==> src/rtl/id_scoreboard_pkg.sv <==
// Shared types and sizing for the decode-stage register hazard scoreboard.
package id_scoreboard_pkg;

  localparam int unsigned REG_AW    = 3;
  localparam int unsigned NREG      = 8;
  localparam int unsigned DATA_W    = 16;
  localparam int unsigned MAX_PEND  = 3;
  localparam int unsigned PEND_W    = $clog2(MAX_PEND + 1);
  localparam int unsigned STALL_MAX = 64;
  localparam int unsigned STALL_W   = $clog2(STALL_MAX + 1);
  localparam int unsigned NSRC      = 3;

  typedef logic [REG_AW-1:0]  reg_addr_t;
  typedef logic [PEND_W-1:0]  pend_cnt_t;
  typedef logic [STALL_W-1:0] stall_cnt_t;
  typedef logic [NREG-1:0]    reg_vec_t;

  // One-hot register select for a 3-bit register address.
  function automatic reg_vec_t reg_onehot(input reg_addr_t addr);
    return reg_vec_t'(1) << addr;
  endfunction

endpackage

==> src/rtl/id_scoreboard_if.sv <==
// Decode/writeback side-band bundle between the decoder and the scoreboard.
interface id_scoreboard_if;
  import id_scoreboard_pkg::*;

  logic            issue_valid;
  reg_addr_t       src1_addr;
  reg_addr_t       src2_addr;
  reg_addr_t       src3_addr;
  logic [NSRC-1:0] src_use;
  reg_addr_t       dst_addr;
  logic            dst_valid;
  logic            wb_valid;
  reg_addr_t       wb_addr;
  logic            flush;
  logic            stall;
  logic            issue_fire;
  reg_vec_t        busy_vec;
  logic            hang;
  logic            wb_err;

  // Decoder / pipeline control side.
  modport master (
    output issue_valid, src1_addr, src2_addr, src3_addr, src_use,
    output dst_addr, dst_valid, wb_valid, wb_addr, flush,
    input  stall, issue_fire, busy_vec, hang, wb_err
  );

  // Scoreboard side.
  modport slave (
    input  issue_valid, src1_addr, src2_addr, src3_addr, src_use,
    input  dst_addr, dst_valid, wb_valid, wb_addr, flush,
    output stall, issue_fire, busy_vec, hang, wb_err
  );

endinterface

==> src/rtl/id_pend_counter.sv <==
// Per-register count of in-flight writes: up on issue, down on writeback.
module id_pend_counter
  import id_scoreboard_pkg::*;
(
  input  logic      clk,
  input  logic      rst,
  input  logic      flush,
  input  logic      inc,
  input  logic      dec,
  output pend_cnt_t cnt,
  output logic      nonzero
);

  logic dec_ok;
  logic up;
  logic down;

  assign nonzero = (cnt != '0);
  // A writeback against an empty counter is ignored here; the top flags it.
  assign dec_ok  = dec && nonzero;
  // Simultaneous inc and dec cancel; the top never issues into a full counter.
  assign up      = inc && !dec_ok && (cnt != PEND_W'(MAX_PEND));
  assign down    = dec_ok && !inc;

  // Counter state: flush discards every pending write.
  always_ff @(posedge clk or posedge rst) begin
    if (rst) begin
      cnt <= '0;
    end else if (flush) begin
      cnt <= '0;
    end else if (up) begin
      cnt <= cnt + PEND_W'(1);
    end else if (down) begin
      cnt <= cnt - PEND_W'(1);
    end
  end

endmodule

==> src/rtl/id_scoreboard.sv <==
// Register hazard scoreboard and issue controller for the decode stage.
module id_scoreboard
  import id_scoreboard_pkg::*;
(
  input  logic           clk,
  input  logic           rst,
  id_scoreboard_if.slave bus
);

  pend_cnt_t  pend_cnt [NREG];
  reg_vec_t   busy;
  reg_vec_t   inc_vec;
  reg_vec_t   dec_vec;
  logic       raw;
  logic       waw_full;
  logic       hazard;
  logic       stall_c;
  logic       fire_c;
  logic       wb_spurious;
  stall_cnt_t stall_cnt;
  logic       hang_q;
  logic       wb_err_q;

  // Issued destinations count up; writebacks count down unless flushing.
  assign inc_vec = (fire_c && bus.dst_valid) ? reg_onehot(bus.dst_addr) : '0;
  assign dec_vec = (bus.wb_valid && !bus.flush) ? reg_onehot(bus.wb_addr) : '0;

  for (genvar r = 0; r < NREG; r++) begin : g_pend
    id_pend_counter u_pend (
      .clk     (clk),
      .rst     (rst),
      .flush   (bus.flush),
      .inc     (inc_vec[r]),
      .dec     (dec_vec[r]),
      .cnt     (pend_cnt[r]),
      .nonzero (busy[r])
    );
  end

  // Read-after-write and write-saturation hazards against current counts.
  always_comb begin
    raw      = 1'b0;
    waw_full = 1'b0;
    if (bus.src_use[0] && busy[bus.src1_addr]) raw = 1'b1;
    if (bus.src_use[1] && busy[bus.src2_addr]) raw = 1'b1;
    if (bus.src_use[2] && busy[bus.src3_addr]) raw = 1'b1;
    if (bus.dst_valid && (pend_cnt[bus.dst_addr] == PEND_W'(MAX_PEND))) waw_full = 1'b1;
  end

  // Zero-latency issue decision; both held low while reset is asserted.
  assign hazard      = raw || waw_full;
  assign stall_c     = !rst && bus.issue_valid && !bus.flush && hazard;
  assign fire_c      = !rst && bus.issue_valid && !bus.flush && !hazard;
  assign wb_spurious = bus.wb_valid && !bus.flush && !busy[bus.wb_addr];

  // Watchdog: count consecutive stall cycles and latch hang at the limit.
  always_ff @(posedge clk or posedge rst) begin
    if (rst) begin
      stall_cnt <= '0;
      hang_q    <= 1'b0;
    end else begin
      if (!stall_c) begin
        stall_cnt <= '0;
      end else if (stall_cnt != STALL_W'(STALL_MAX)) begin
        stall_cnt <= stall_cnt + STALL_W'(1);
      end
      if (stall_c && (stall_cnt == STALL_W'(STALL_MAX - 1))) begin
        hang_q <= 1'b1;
      end
    end
  end

  // Sticky error for a writeback that has no matching pending write.
  always_ff @(posedge clk or posedge rst) begin
    if (rst) begin
      wb_err_q <= 1'b0;
    end else if (wb_spurious) begin
      wb_err_q <= 1'b1;
    end
  end

  assign bus.stall      = stall_c;
  assign bus.issue_fire = fire_c;
  assign bus.busy_vec   = busy;
  assign bus.hang       = hang_q;
  assign bus.wb_err     = wb_err_q;

endmodule
==> src/flat_wrapper.sv <==
// flat-port wrapper written by rule: the top's interface ports become plain ports
module id_scoreboard_flat import id_scoreboard_pkg::*;
  (clk, rst, bus_issue_valid, bus_src1_addr, bus_src2_addr, bus_src3_addr, bus_src_use, bus_dst_addr, bus_dst_valid, bus_wb_valid, bus_wb_addr, bus_flush, bus_stall, bus_issue_fire, bus_busy_vec, bus_hang, bus_wb_err);
  id_scoreboard_if bus_i ();
  input  logic clk;
  input  logic rst;
  input wire logic [$bits(bus_i.issue_valid)-1:0] bus_issue_valid;
  input wire logic [$bits(bus_i.src1_addr)-1:0] bus_src1_addr;
  input wire logic [$bits(bus_i.src2_addr)-1:0] bus_src2_addr;
  input wire logic [$bits(bus_i.src3_addr)-1:0] bus_src3_addr;
  input wire logic [$bits(bus_i.src_use)-1:0] bus_src_use;
  input wire logic [$bits(bus_i.dst_addr)-1:0] bus_dst_addr;
  input wire logic [$bits(bus_i.dst_valid)-1:0] bus_dst_valid;
  input wire logic [$bits(bus_i.wb_valid)-1:0] bus_wb_valid;
  input wire logic [$bits(bus_i.wb_addr)-1:0] bus_wb_addr;
  input wire logic [$bits(bus_i.flush)-1:0] bus_flush;
  output wire logic [$bits(bus_i.stall)-1:0] bus_stall;
  output wire logic [$bits(bus_i.issue_fire)-1:0] bus_issue_fire;
  output wire logic [$bits(bus_i.busy_vec)-1:0] bus_busy_vec;
  output wire logic [$bits(bus_i.hang)-1:0] bus_hang;
  output wire logic [$bits(bus_i.wb_err)-1:0] bus_wb_err;
  assign bus_i.issue_valid = bus_issue_valid;
  assign bus_i.src1_addr = bus_src1_addr;
  assign bus_i.src2_addr = bus_src2_addr;
  assign bus_i.src3_addr = bus_src3_addr;
  assign bus_i.src_use = bus_src_use;
  assign bus_i.dst_addr = bus_dst_addr;
  assign bus_i.dst_valid = bus_dst_valid;
  assign bus_i.wb_valid = bus_wb_valid;
  assign bus_i.wb_addr = bus_wb_addr;
  assign bus_i.flush = bus_flush;
  assign bus_stall = bus_i.stall;
  assign bus_issue_fire = bus_i.issue_fire;
  assign bus_busy_vec = bus_i.busy_vec;
  assign bus_hang = bus_i.hang;
  assign bus_wb_err = bus_i.wb_err;
  id_scoreboard u_core (.clk(clk), .rst(rst), .bus(bus_i));
endmodule
==> config.mk <==
export PLATFORM = sky130hd
export DESIGN_NAME = id_scoreboard_flat
export DESIGN_NICKNAME = d
export VERILOG_FILES = /design/src/rtl/id_scoreboard_pkg.sv /design/src/rtl/id_scoreboard_if.sv /design/src/rtl/id_pend_counter.sv /design/src/rtl/id_scoreboard.sv /design/src/flat_wrapper.sv
export SDC_FILE = /design/constraint.sdc
export NUM_CORES = 1
export LEC_CHECK = 0
export BUFFER_PORTS_ARGS = -buffer_cell sky130_fd_sc_hd__buf_2
export CORE_ASPECT_RATIO = 1.4
export CORE_MARGIN = 5
export CORE_UTILIZATION = 40
export DETAILED_ROUTE_END_ITERATION = 12
export PLACE_DENSITY = 0.66
export SLEW_MARGIN = 20
export SYNTH_ARGS = -nofsm -noshare
export SYNTH_HDL_FRONTEND = slang
export SYNTH_HIERARCHICAL = 1
export SYNTH_SLANG_ARGS = --single-unit
==> constraint.sdc <==
create_clock -name clk -period 3.1 [get_ports clk]
set_clock_uncertainty 0.2 [all_clocks]
set_input_delay 0.31 -clock clk [delete_from_list [all_inputs] [get_ports clk]]
set_output_delay 0.31 -clock clk [all_outputs]
set_load 0.02 [all_outputs]
==> summary.txt <==
Status
  – Status: finished clean

Setup path
  – Crit path largest cell delay: 0.44 ns
  – Critical-path top delay cell: nor4_4
  – Setup CP Type: flop to flop
  – Worst Path Arrival: 3.05 ns
  – Critical Path Source Type: flop
  – Crit path capture type: flop
  – Critical path peak fanout: 5
  – CP required: 3.07 ns
  – Worst path most repeated cell: buf_4
  – CP cell instances: or2_2 -> buf_4 -> mux2i_1 -> o22ai_1 -> nor4_4 -> nand3_4 -> nor4_1 -> buf_4 -> nand2b_1 -> a22oi_1 -> a2111oi_2

Global route
  – Global-route wire length before repair: 9.708 mm
  – Vias in the first global route: 2,092
  – Overall routing resource usage: 0.1767
  – Met3 Use GR: 0.02403
  – Initial antenna violation count: 0
  – Met2 usage: 0.3451
  – Met1 Use GR: 0.2025
  – Largest net degree at the start of global routing: 15
  – Remaining global-route overflow: 0
  – Grt peak-use layer: met2

Synthesis
  – Library cells used by synthesis: 42
  – Mapped Area: 2115 um^2
  – Synth Area in Simple Gates: 0.3254
  – XOR/XNOR Fraction of Synth Area: 0.02071
  – Seq/Total Area, Yosys: 0.2959
  – Average size of a mapped cell: 8.922 um^2
  – Compound-cell area share of the yosys netlist: 0.2041
  – Mapped Cells: 237
  – Yosys reg bits: 25
  – Main combinational cell family by area after synthesis: simple AND/OR/NAND/NOR gates
  – Yosys warns: 6
  – Adder-cell share of the synthesized area: 0.01183
  – Syn_nets: 263
  – Multiplexer share of the synthesized area: 0.1112

STA
  – Hold WS: 0.1328 ns
  – Worst slew pin tran: 0.7187 ns
  – Period utilisation layout: 0.9944
  – Slew Viols, Final: 0
  – Min Tclk post-route: 3.083 ns
  – Max_slew headroom: 0.5164
  – PnR worst setup slack: 0.01737 ns
  – Final number of hold-violating endpoints: 0
  – RSZ-0062 raised after global routing: yes
  – F_max: 324.4 MHz
  – Final setup violation count: 0

Power
  – Part of the power in the clock network: 0.330
  – Switching power: 0.0001735 W
  – Pwr Density: 226.9 nW/um^2
  – Comb pwr share: 0.148
  – Int Pwr: 0.0004513 W
  – Sequential cell fraction of total power: 0.522
  – Leakage: 1.231 nW
  – Max IR drop VDD: 0.1281 mV
  – Sw frac: 0.2777

Placed design
  – IO buf count: 35
  – Pre-CTS setup slack: -0.004909 ns
  – RePlAce Congestion: 0.9136
  – Hpwl dp: 4.704 mm

Detailed routing
  – Drt pass-1 iters: 4
  – Vias per cell: 5.604
  – DRC: 0
  – Post-DRT Antenna Nets: 0
  – Routed wire length: 5.952 mm
  – Iter 0 DRT Violations: 140
  – WL/cell: 15.91 um
  – Routed via count: 2,096

Floorplan
  – DIE WIDTH: 71.45 um
  – Die area: 6861 um^2
  – Starting Density: 0.4099
  – Die H: 96.03 um
  – Cell row count: 31
  – Core area: 5159 um^2
  – Io pins: 36

Final layout
  – Commonest cells after routing, fill and taps aside: buf_2, buf_4, dfrtp_1
  – Share of post-route cells with drive strength above 1: 0.3929
  – N_diodes: 0
  – P&R area growth vs syn: 30.24%
  – NumNets Final: 335

CTS
  – CTS Buf Count: 3
  – CTS tree: yes
  – H-tree levels: 1
  – CTS max path bufs: 2
  – TritonCTS Sinks: 25
  – Clock transition at the registers of the reported paths: 0.10 ns
  – Root buffer cell: clkbuf_8
  – Worst-Skew Late Latency: 0.27 ns

Job
  – Max-Cap Viols: 0

Worst hold path
  – Hold WC Path Type: input port to flop
[area by class of cell]
cell class                 count  area (um^2)
fill                         505         2405
multi-input combinational    196         1504
sequential                    25        625.6
timing repair buffer          70        446.7
tap                           66        82.58
inverter                      13        48.80
clock buffer                   3        41.29
clock inverter                 1        5.005
[flip-flops by register name (all words and copies together) (netlist names)]
signal,count
u_core/stall_cnt,7
u_core/bus.wb_err,1
u_core/bus.hang,1
u_core/g_pend.u_pend/cnt,16
[power by group through the flow]
| stage | combinational, W | clock [W] | sequential [W] |
|---|---|---|---|
| after floorplan | 0.0000406 | 0 | 0.000333 |
| after global placement | 0.0000829 | 0 | 0.000333 |
| after detailed placement | 0.0000839 | 0 | 0.000333 |
| after CTS | 0.0000859 | 0.000209 | 0.000326 |
| after global routing | 0.000101 | 0.000227 | 0.000327 |
| final | 0.0000923 | 0.000206 | 0.000326 |
[cell usage after synthesis]
cell	count	area share
a2111oi_2	8	0.057
nand3_4	1	0.0083
o21ba_2	8	0.038
a21o_2	1	0.0041
nor3_1	6	0.014
nand3b_1	4	0.014
and3_1	1	0.0030
a21oi_1	9	0.021
mux4_2	3	0.032
a31oi_2	1	0.0059
buf_2	1	0.0024
ha_1	2	0.012
nand3_1	17	0.040
nand2b_1	10	0.030
o22ai_1	3	0.0089
or4_1	1	0.0036
nor4_1	8	0.024
o32ai_1	1	0.0041
and2_1	5	0.015
mux4_1	2	0.025
a22oi_1	8	0.028
nor2_1	15	0.027
inv_1	13	0.023
nor2b_1	18	0.053
or2_2	8	0.024
a311oi_1	1	0.0041
a31o_2	1	0.0041
o21ai_0	8	0.019
mux2i_1	10	0.047
nand2_1	20	0.036
and3b_1	1	0.0041
or3_1	1	0.0030
o211a_1	1	0.0047
dfrtp_1	25	0.30
nand2_4	1	0.0053
nor4_4	1	0.010
xnor2_1	4	0.017
o32a_1	1	0.0047
clkbuf_1	3	0.0053
xor2_1	1	0.0041
or3b_2	3	0.012
mux2_4	1	0.0071
[routing by layer]
metal	part of all wire	wire [um]
met5	0	0
met4	0.0099	59
met3	0.046	275
met2	0.56	3330
met1	0.38	2286
[final timing paths]
path | startpoint | end | slack (ns) | cells after the start
setup reg to reg | u_core/g_pend[2].u_pend/cnt[1] | u_core/g_pend[1].u_pend/cnt[0] | 0.02 | 11
max in group asynchronous | rst | u_core/stall_cnt[3] | 2.06 | 4
hold reg to reg | u_core/bus.hang | u_core/bus.hang | 0.29 | 1
min in group asynchronous | rst | u_core/g_pend[7].u_pend/cnt[0] | 0.34 | 3
hold / removal | bus_flush | u_core/g_pend[3].u_pend/cnt[0] | 0.13 | 2
setup / recovery | u_core/g_pend[2].u_pend/cnt[1] | u_core/g_pend[1].u_pend/cnt[0] | 0.02 | 11
[metrics by stage]
stage | utilization | total power, W | cells | setup TNS (ns) | instance area, um^2
3_5_place_dp | 0.5004 | 0.0004168 | 364 | -0.004909 | 2581
6_report | 0.5338 | 0.0006249 | 374 | 0 | 2754
3_3_place_gp | 0.5004 | 0.0004158 | 364 | 0 | 2581
4_1_cts | 0.5137 | 0.0006214 | 369 | 0 | 2650
2_1_floorplan | - | 0.0003738 | 237 | -0.01363 | 2115
5_1_grt | 0.5338 | 0.0006544 | 374 | -0.4053 | 2754
[kinds of logic (layout without fill, tap and decap cells)]
| kind of cell | count (synthesis) | after routing |
|---|---|---|
| simple gates | 121 | 122 |
| compound gates | 51 | 51 |
| flops | 25 | 25 |
| buf+inv | 17 | 87 |
| mux | 16 | 16 |
| xor+xnor | 5 | 5 |
| fa+ha+maj | 2 | 2 |
[critical path: cells and delay by family (launching register included)]
kind                   cells  cell delay [ns]
AND/OR/NAND/NOR            5             1.38
AO/OA/AOI/OAI              3             0.53
flip-flops                 1             0.39
buffers and inverters      2             0.35
multiplexers               1             0.14
[timing repair]
action	in CTS	in global routing
hold buffers	1	0
endpoints found under the hold margin	25	0
buffers inserted	0	4
resized for setup	2	12
endpoints found under the setup margin	2	16
pin swaps	0	7
cloned	0	1
No activity file was read; power rests on OpenSTA's default activity.
